<file path="config.mk">
export PLATFORM = sky130hd
export DESIGN_NAME = id_ex_forward_stage
export DESIGN_NICKNAME = d
export VERILOG_FILES = /design/src/rtl/id_ex_forward_stage.sv
export SDC_FILE = /design/constraint.sdc
export NUM_CORES = 1
export LEC_CHECK = 0
export ABC_CLOCK_PERIOD_IN_PS = 2300
export BUFFER_PORTS_ARGS = -buffer_cell sky130_fd_sc_hd__buf_2
export CAP_MARGIN = 20
export CORE_MARGIN = 5
export CORE_UTILIZATION = 40
export DETAILED_ROUTE_END_ITERATION = 10
export MAX_ROUTING_LAYER = met4
export PLACE_DENSITY = 0.73
export RECOVER_POWER = 25
export SLEW_MARGIN = 20
export SYNTH_ARGS = -nofsm -noshare
export SYNTH_HDL_FRONTEND = slang
export SYNTH_SLANG_ARGS = --single-unit
</file>
<file path="constraint.sdc">
create_clock -name clk -period 2.3 [get_ports clk]
set_input_delay 0.46 -clock clk [delete_from_list [all_inputs] [get_ports clk]]
set_output_delay 0.46 -clock clk [all_outputs]
set_load 0.02 [all_outputs]
</file>
<file path="src/rtl/id_ex_forward_stage.sv">
// ID/EX register with operand forwarding, bubble insertion,
// PC/IF-ID load enables and stall-run supervision.
module id_ex_forward_stage #(
  parameter int unsigned DW        = 32,
  parameter int unsigned CW        = 8,
  parameter int unsigned MAX_STALL = 2
) (
  input  logic          clk,
  input  logic          reset_n,
  input  logic [1:0]    ISA,
  input  logic [1:0]    ISB,
  input  logic [1:0]    ISC,
  input  logic          stall_pipeline,
  input  logic          flush,
  input  logic [DW-1:0] PA_ID,
  input  logic [DW-1:0] PB_ID,
  input  logic [DW-1:0] PC_ID,
  input  logic [DW-1:0] EX_result,
  input  logic [DW-1:0] MEM_result,
  input  logic [DW-1:0] WB_result,
  input  logic [CW-1:0] CTRL_ID,
  input  logic [3:0]    RW_ID,
  input  logic          enable_RF_ID,
  input  logic          enable_LD_ID,
  output logic [DW-1:0] PA_EX,
  output logic [DW-1:0] PB_EX,
  output logic [DW-1:0] PC_EX,
  output logic [CW-1:0] CTRL_EX,
  output logic [3:0]    RW_EX,
  output logic          enable_RF_EX,
  output logic          enable_LD_EX,
  output logic          LE_PC,
  output logic          LE_IF_ID,
  output logic [15:0]   stall_count,
  output logic          stall_error
);

  typedef enum logic {RUN, STALL} state_t;

  state_t        state;
  state_t        state_nx;
  logic [3:0]    run_len;
  logic [3:0]    run_len_nx;
  logic [DW-1:0] op_a;
  logic [DW-1:0] op_b;
  logic [DW-1:0] op_c;
  logic          bubble;
  logic          stall_hit;
  logic          run_over;

  function automatic logic [DW-1:0] fwd(
    input logic [1:0]    sel,
    input logic [DW-1:0] rf
  );
    unique case (sel)
      2'b00:   fwd = rf;
      2'b01:   fwd = EX_result;
      2'b10:   fwd = MEM_result;
      default: fwd = WB_result;
    endcase
  endfunction

  // Operand forwarding muxes and hazard qualifiers
  always_comb begin
    op_a      = fwd(ISA, PA_ID);
    op_b      = fwd(ISB, PB_ID);
    op_c      = fwd(ISC, PC_ID);
    bubble    = stall_pipeline | flush;
    stall_hit = stall_pipeline & ~flush;
    LE_PC     = ~stall_pipeline | flush;
    LE_IF_ID  = ~stall_pipeline | flush;
  end

  // Stall-run FSM next state; flush always returns to RUN
  always_comb begin
    state_nx   = state;
    run_len_nx = run_len;
    unique case (state)
      RUN: begin
        if (stall_hit) begin
          state_nx   = STALL;
          run_len_nx = 4'd1;
        end
      end
      default: begin
        if (stall_hit) begin
          if (run_len != 4'hF)
            run_len_nx = run_len + 4'd1;
        end else begin
          state_nx   = RUN;
          run_len_nx = 4'd0;
        end
      end
    endcase
    run_over = stall_hit && (32'(run_len_nx) > MAX_STALL);
  end

  // ID/EX register; bubble zeroes control, operands still load
  always_ff @(posedge clk) begin
    if (!reset_n) begin
      PA_EX        <= '0;
      PB_EX        <= '0;
      PC_EX        <= '0;
      CTRL_EX      <= '0;
      RW_EX        <= '0;
      enable_RF_EX <= 1'b0;
      enable_LD_EX <= 1'b0;
    end else begin
      PA_EX <= op_a;
      PB_EX <= op_b;
      PC_EX <= op_c;
      if (bubble) begin
        CTRL_EX      <= '0;
        RW_EX        <= '0;
        enable_RF_EX <= 1'b0;
        enable_LD_EX <= 1'b0;
      end else begin
        CTRL_EX      <= CTRL_ID;
        RW_EX        <= RW_ID;
        enable_RF_EX <= enable_RF_ID;
        enable_LD_EX <= enable_LD_ID;
      end
    end
  end

  // FSM state, saturating counters and sticky stuck-stall flag
  always_ff @(posedge clk) begin
    if (!reset_n) begin
      state       <= RUN;
      run_len     <= '0;
      stall_count <= '0;
      stall_error <= 1'b0;
    end else begin
      state   <= state_nx;
      run_len <= run_len_nx;
      if (stall_hit && stall_count != 16'hFFFF)
        stall_count <= stall_count + 16'd1;
      if (run_over)
        stall_error <= 1'b1;
    end
  end

endmodule
</file>
== Word-level counts from Yosys, hierarchy flattened ==
Cells that the tools add are included.

* Reduce and logical (&&, ||, !) cells: 6
* Magnitude comparators: 1
* Eq/ne operators: 8
* Multiplexer cells: 8
* Bitwise logic cells: 6
* Add/sub/neg operators: 2

{| class="wikitable"
|+ Operators by type and width
! kind !! number
|-
| $pmux W32 S3 || 3
|-
| $add A16 B1 Y16 const B || 1
|-
| $mux W4 || 4
|-
| $ne A16 B16 Y1 const B || 1
|-
| $eq A2 B1 Y1 const B || 3
|-
| $eq A2 B2 Y1 const B || 3
|-
| $logic_not A2 Y1 || 3
|-
| $add A4 B1 Y4 const B || 1
|-
| $gt A4 B2 Y1 const B || 1
|-
| $ne A4 B4 Y1 const B || 1
|-
| $not A1 Y1 || 3
|-
| $logic_and A1 B1 Y1 || 2
|-
| $or A1 B1 Y1 || 2
|-
| $reduce_or A2 Y1 || 1
|-
| $and A1 B1 Y1 || 1
|-
| $mux W1 || 1
|}

* Register bits: 132
* Output and inout port bits: 129
* Word-level logic and storage cells: 42
* Bits of input ports: 216

== Logic depth before layout (Yosys ltp) ==
* Depth in word-level cells: 6
* Depth in mapped cells: 6
* Mapped depth without buffers: 5

== Worst setup path after synthesis ==
Ideal clock, no wire load.

* Kind: register to register
* Start: reg stall_count[0]
* End: reg stall_count[14]
* Data arrival time: 1.694 ns
* Buffers on the path: 0
* Data required time: 2.209 ns
* Period minus slack after synthesis: 1.785 ns
* Setup time: 0.091 ns
* Cell stages (with the launch flop): 6
* Path slack: 0.515 ns
* Path through: dfxtp_1 -> ha_1 -> nand3_1 -> nor4_1 -> a31oi_1 -> a311oi_1

* Cells in the longest elaborated chain, start to end: 2
* Elaborated cells between the ends (all ways): 3
* Classes of those cells: add/sub (1); eq/ne (1); reduce/logical (1)

{| class="wikitable"
|+ Ends and longest elaborated chain
! what !! line !! text
|-
| from (decl) || 34 || <nowiki>output logic [15:0] stall_count,</nowiki>
|-
| from (signal assigned) || 137 || <nowiki>stall_count <= stall_count + 16'd1;</nowiki>
|-
| parallel branches: the longest is 2 deep, another holds $add A16 B1 Y16 || - ||
|}

Parallel ways; which one is timed is not known.
A chain may end at the register's enable or synchronous reset.

== Worst setup path in the final report ==
* Start: in ISB[0]
* End: reg PB_EX[17]

* Cells in the longest elaborated chain, start to end: 2
* Elaborated cells between the ends (all ways): 4
* Classes of those cells: eq/ne (2); mux (1); reduce/logical (1)

{| class="wikitable"
|+ Ends and longest elaborated chain
! what !! line !! text
|-
| from (decl) || 11 || <nowiki>input logic [1:0] ISB,</nowiki>
|-
| $eq A2 B2 Y1 (tied with other cells) || 55 || <nowiki>unique case (sel)</nowiki>
|-
| $pmux W32 S3 (*) || 55 ||
|-
| to (signal assigned) || 110 || <nowiki>PB_EX <= op_b;</nowiki>
|-
| to (decl) || 26 || <nowiki>output logic [DW-1:0] PB_EX,</nowiki>
|}

Mark *: on every way between the ends. The rest lies on a longest branch, timed or not.

==> impl_metrics.toml <==
[die]
coreArea_mm2 = 0.0158
start_util_pct = 40.6
dieWidth_um = 136
die_y_um = 136
dieArea_mm2 = 0.0186
ios = 345
rows = 46

[synth]
yosys_most_used_dff = "dfxtp_1"
syn_inst = 498
synth_top_area_cell = "dfxtp_1"
synth_top_area_share_pct = 41.3
synth-edff-count = 0
ys_seq_area_share_pct = 41.3
syn_avg_cell_area_um2 = 12.8
syn_area_mm2 = 0.00640
ys_types = 40
ys_ff_latch = 132
syn_nets = 716
synth_area_leaders = "dfxtp_1, mux4_2, and2_1"
ys_async_sr_fraction_pct = 0
yosysWarnings = 0

[route]
wl_per_cell_um = 19.7
wl_met3_um = 1790
drcViolationCount = 0
drt_first_pass_iters = 4
vias = 5558
drtIter0Drc = 233
wl_met1_um = 7850
postRouteAntennaNets = 0
dr_wl_met2_um = 10800
routed_wl_um = 21000
routed.top_layer = "met4"
via_per_inst = 5.23

[placement]
port_buffers = 344
place_area_mm2 = 0.00838
dp_hpwl_um = 16100
gp_congestion = 0.883

[final_layout]
fillers = 1406
seq_area_mm2 = 0.00264
final_common_cell = "buf_2"
stdcell_area_mm2 = 0.00895
areaGrowthSynthToFinish_pct = 40.0
drive_gt1_share_pct = 56.7
multi_input_area_mm2 = 0.00356
final_nets = 1049
mostFrequentLayoutCells = "buf_2, dfxtp_1, mux4_2, and2_1, nand2_1"

[critical_path]
crit_chain = "buf_2 > clkbuf_2 > mux4_2 > and2_1"
end_kind = "flop"
critPathArrivalTime_ns = 2.37
r2r_start = "stall_count[0]$_SDFFE_PN0P_"
path_class = "in2reg"
crit_path_start_kind = "input pin"
worst-path-max-fanout = 32
crit_path_start = "ISB[0]"
slowest_delay_ns = 1.00
crit_required_ns = 2.61
rr_worst_depth = 5
slowest_stage = "clkbuf_2"

[clock_network]
cts_buffers = 17
cts_sinks = 132
post-cts-setup-buffers = 0
post_cts_resized = 0
cts.htree.levels = 4
ctsHoldBuffers = 0
clk_pin_slew_ns = 0.06
clockBufferDepth = 2
cts_tree = "done"
clk_latency_ns = 0.41
cts-root-buf = "clkbuf_16"

[global_route]
antenna_found_initial = 3
grt_pass1_vias = 5839
overflow = 0
grt_max_degree = 120
grt_pass1_wl_um = 31300
grtUsageTotal_pct = 23.0

[hold_path]
hold_path.class = "in2reg"
min_from = "enable_LD_ID"
holdPathStages = 2

[timing]
timing.slew.headroom_pct = 8.14
hold_viol = 0
finalCritPeriodShare_pct = 89.6
tns_ns = 0
worst_pin_slew_ns = 1.38
finClkSkew_ns = 0.00676
finalCriticalPeriod_ns = 2.06
rsz0062_at_grt = "false"
fmax_mhz = 485
final-setup-viol-count = 0
drv_slew = 0

[power]
leakagePower_nw = 4.00
ir_drop_mv = 0.470
power_mw = 6.49
p_per_area_mw_per_mm2 = 725

[status]
status = "completed"

[run]
max_cap_viol_count = 0
[sequential cells by signal (all words and copies together), names as in the netlist]
register      count
CTRL_EX           8
run_len           4
enable_RF_EX      1
PC_EX            32
PB_EX            32
state             1
enable_LD_EX      1
PA_EX            32
RW_EX             4
stall_error       1
stall_count      16
[kinds of logic after synthesis]
logic type	Yosys count	share of synthesized area [%]
flops	132	41.3
fa+ha+maj	2	0.391
buf+inv	47	3.01
simple gates	179	16.5
xor+xnor	1	0.137
compound gates	30	3.09
mux	107	35.5
[where the power goes]
group	total (mW)	internal [mW]	leakage, nW	switching (mW)
logic	1.14	0.578	2.61	0.564
registers	2.47	2.43	1.09	0.0407
clock network	2.88	1.87	0.298	1.01
total	6.49	4.88	4.00	1.61
[synthesized netlist by cell type, drive strengths merged, types with 4 or more instances]
cell type,instances
clkbuf,24
buf,15
nand2b,8
mux2i,10
nand4,4
nor4,4
nor2,11
mux4,96
and2,110
o21ai,7
nand3,6
dfxtp,132
nand2,19
inv,8
nor3,5
a21oi,6
[metrics by stage]
| stage | setup slack, ns | utilization (%) | hold WS, ns | instances |
|---|---|---|---|---|
| after CTS | 0.337 | 57.1 | 0.230 | 1059 |
| final | 0.239 | 56.8 | 0.252 | 1063 |
| after global placement | 0.444 | 53.1 | 0.479 | 1028 |
| after global routing | 0.0751 | 56.8 | 0.239 | 1062 |
| after floorplan | 0.515 | - | 0.512 | 498 |
| after detailed placement | 0.377 | 53.1 | 0.494 | 1028 |
[worst max-delay path: cells and delay by family]
| kind | cells | cell delay [ns] |
|---|---|---|
| buffers and inverters | 2 | 1.08 |
| multiplexers | 1 | 0.63 |
| AND/OR/NAND/NOR | 1 | 0.17 |
[worst paths after layout]
kind / endpoint / slack (ns)
hold reg to reg: stall_error$_SDFFE_PN0P_ / 0.49
hold / removal: enable_LD_EX$_SDFF_PP0_ / 0.25
setup / recovery: PB_EX[17]$_SDFF_PN0_ / 0.24
setup reg to reg: stall_count[1]$_SDFFE_PN0P_ / 0.32
[final cells by class]
type | count | share of cell area (%)
repair buffers | 353 | 20.2
clock inverters | 12 | 1.98
clock buffers | 19 | 5.06
flip-flops and latches | 132 | 29.5
inverters | 8 | 0.335
diodes | 4 | 0.112
well taps | 216 | 3.02
multi-input cells | 319 | 39.8
[routing by layer]
layer | track usage [%] | up-vias
met1 | 26.3 | 2700
met5 | - | -
met2 | 37.9 | 270
li1 | - | 2546
met4 | 8.17 | 0
met3 | 7.40 | 42
No activity file was read; power rests on OpenSTA's default activity.
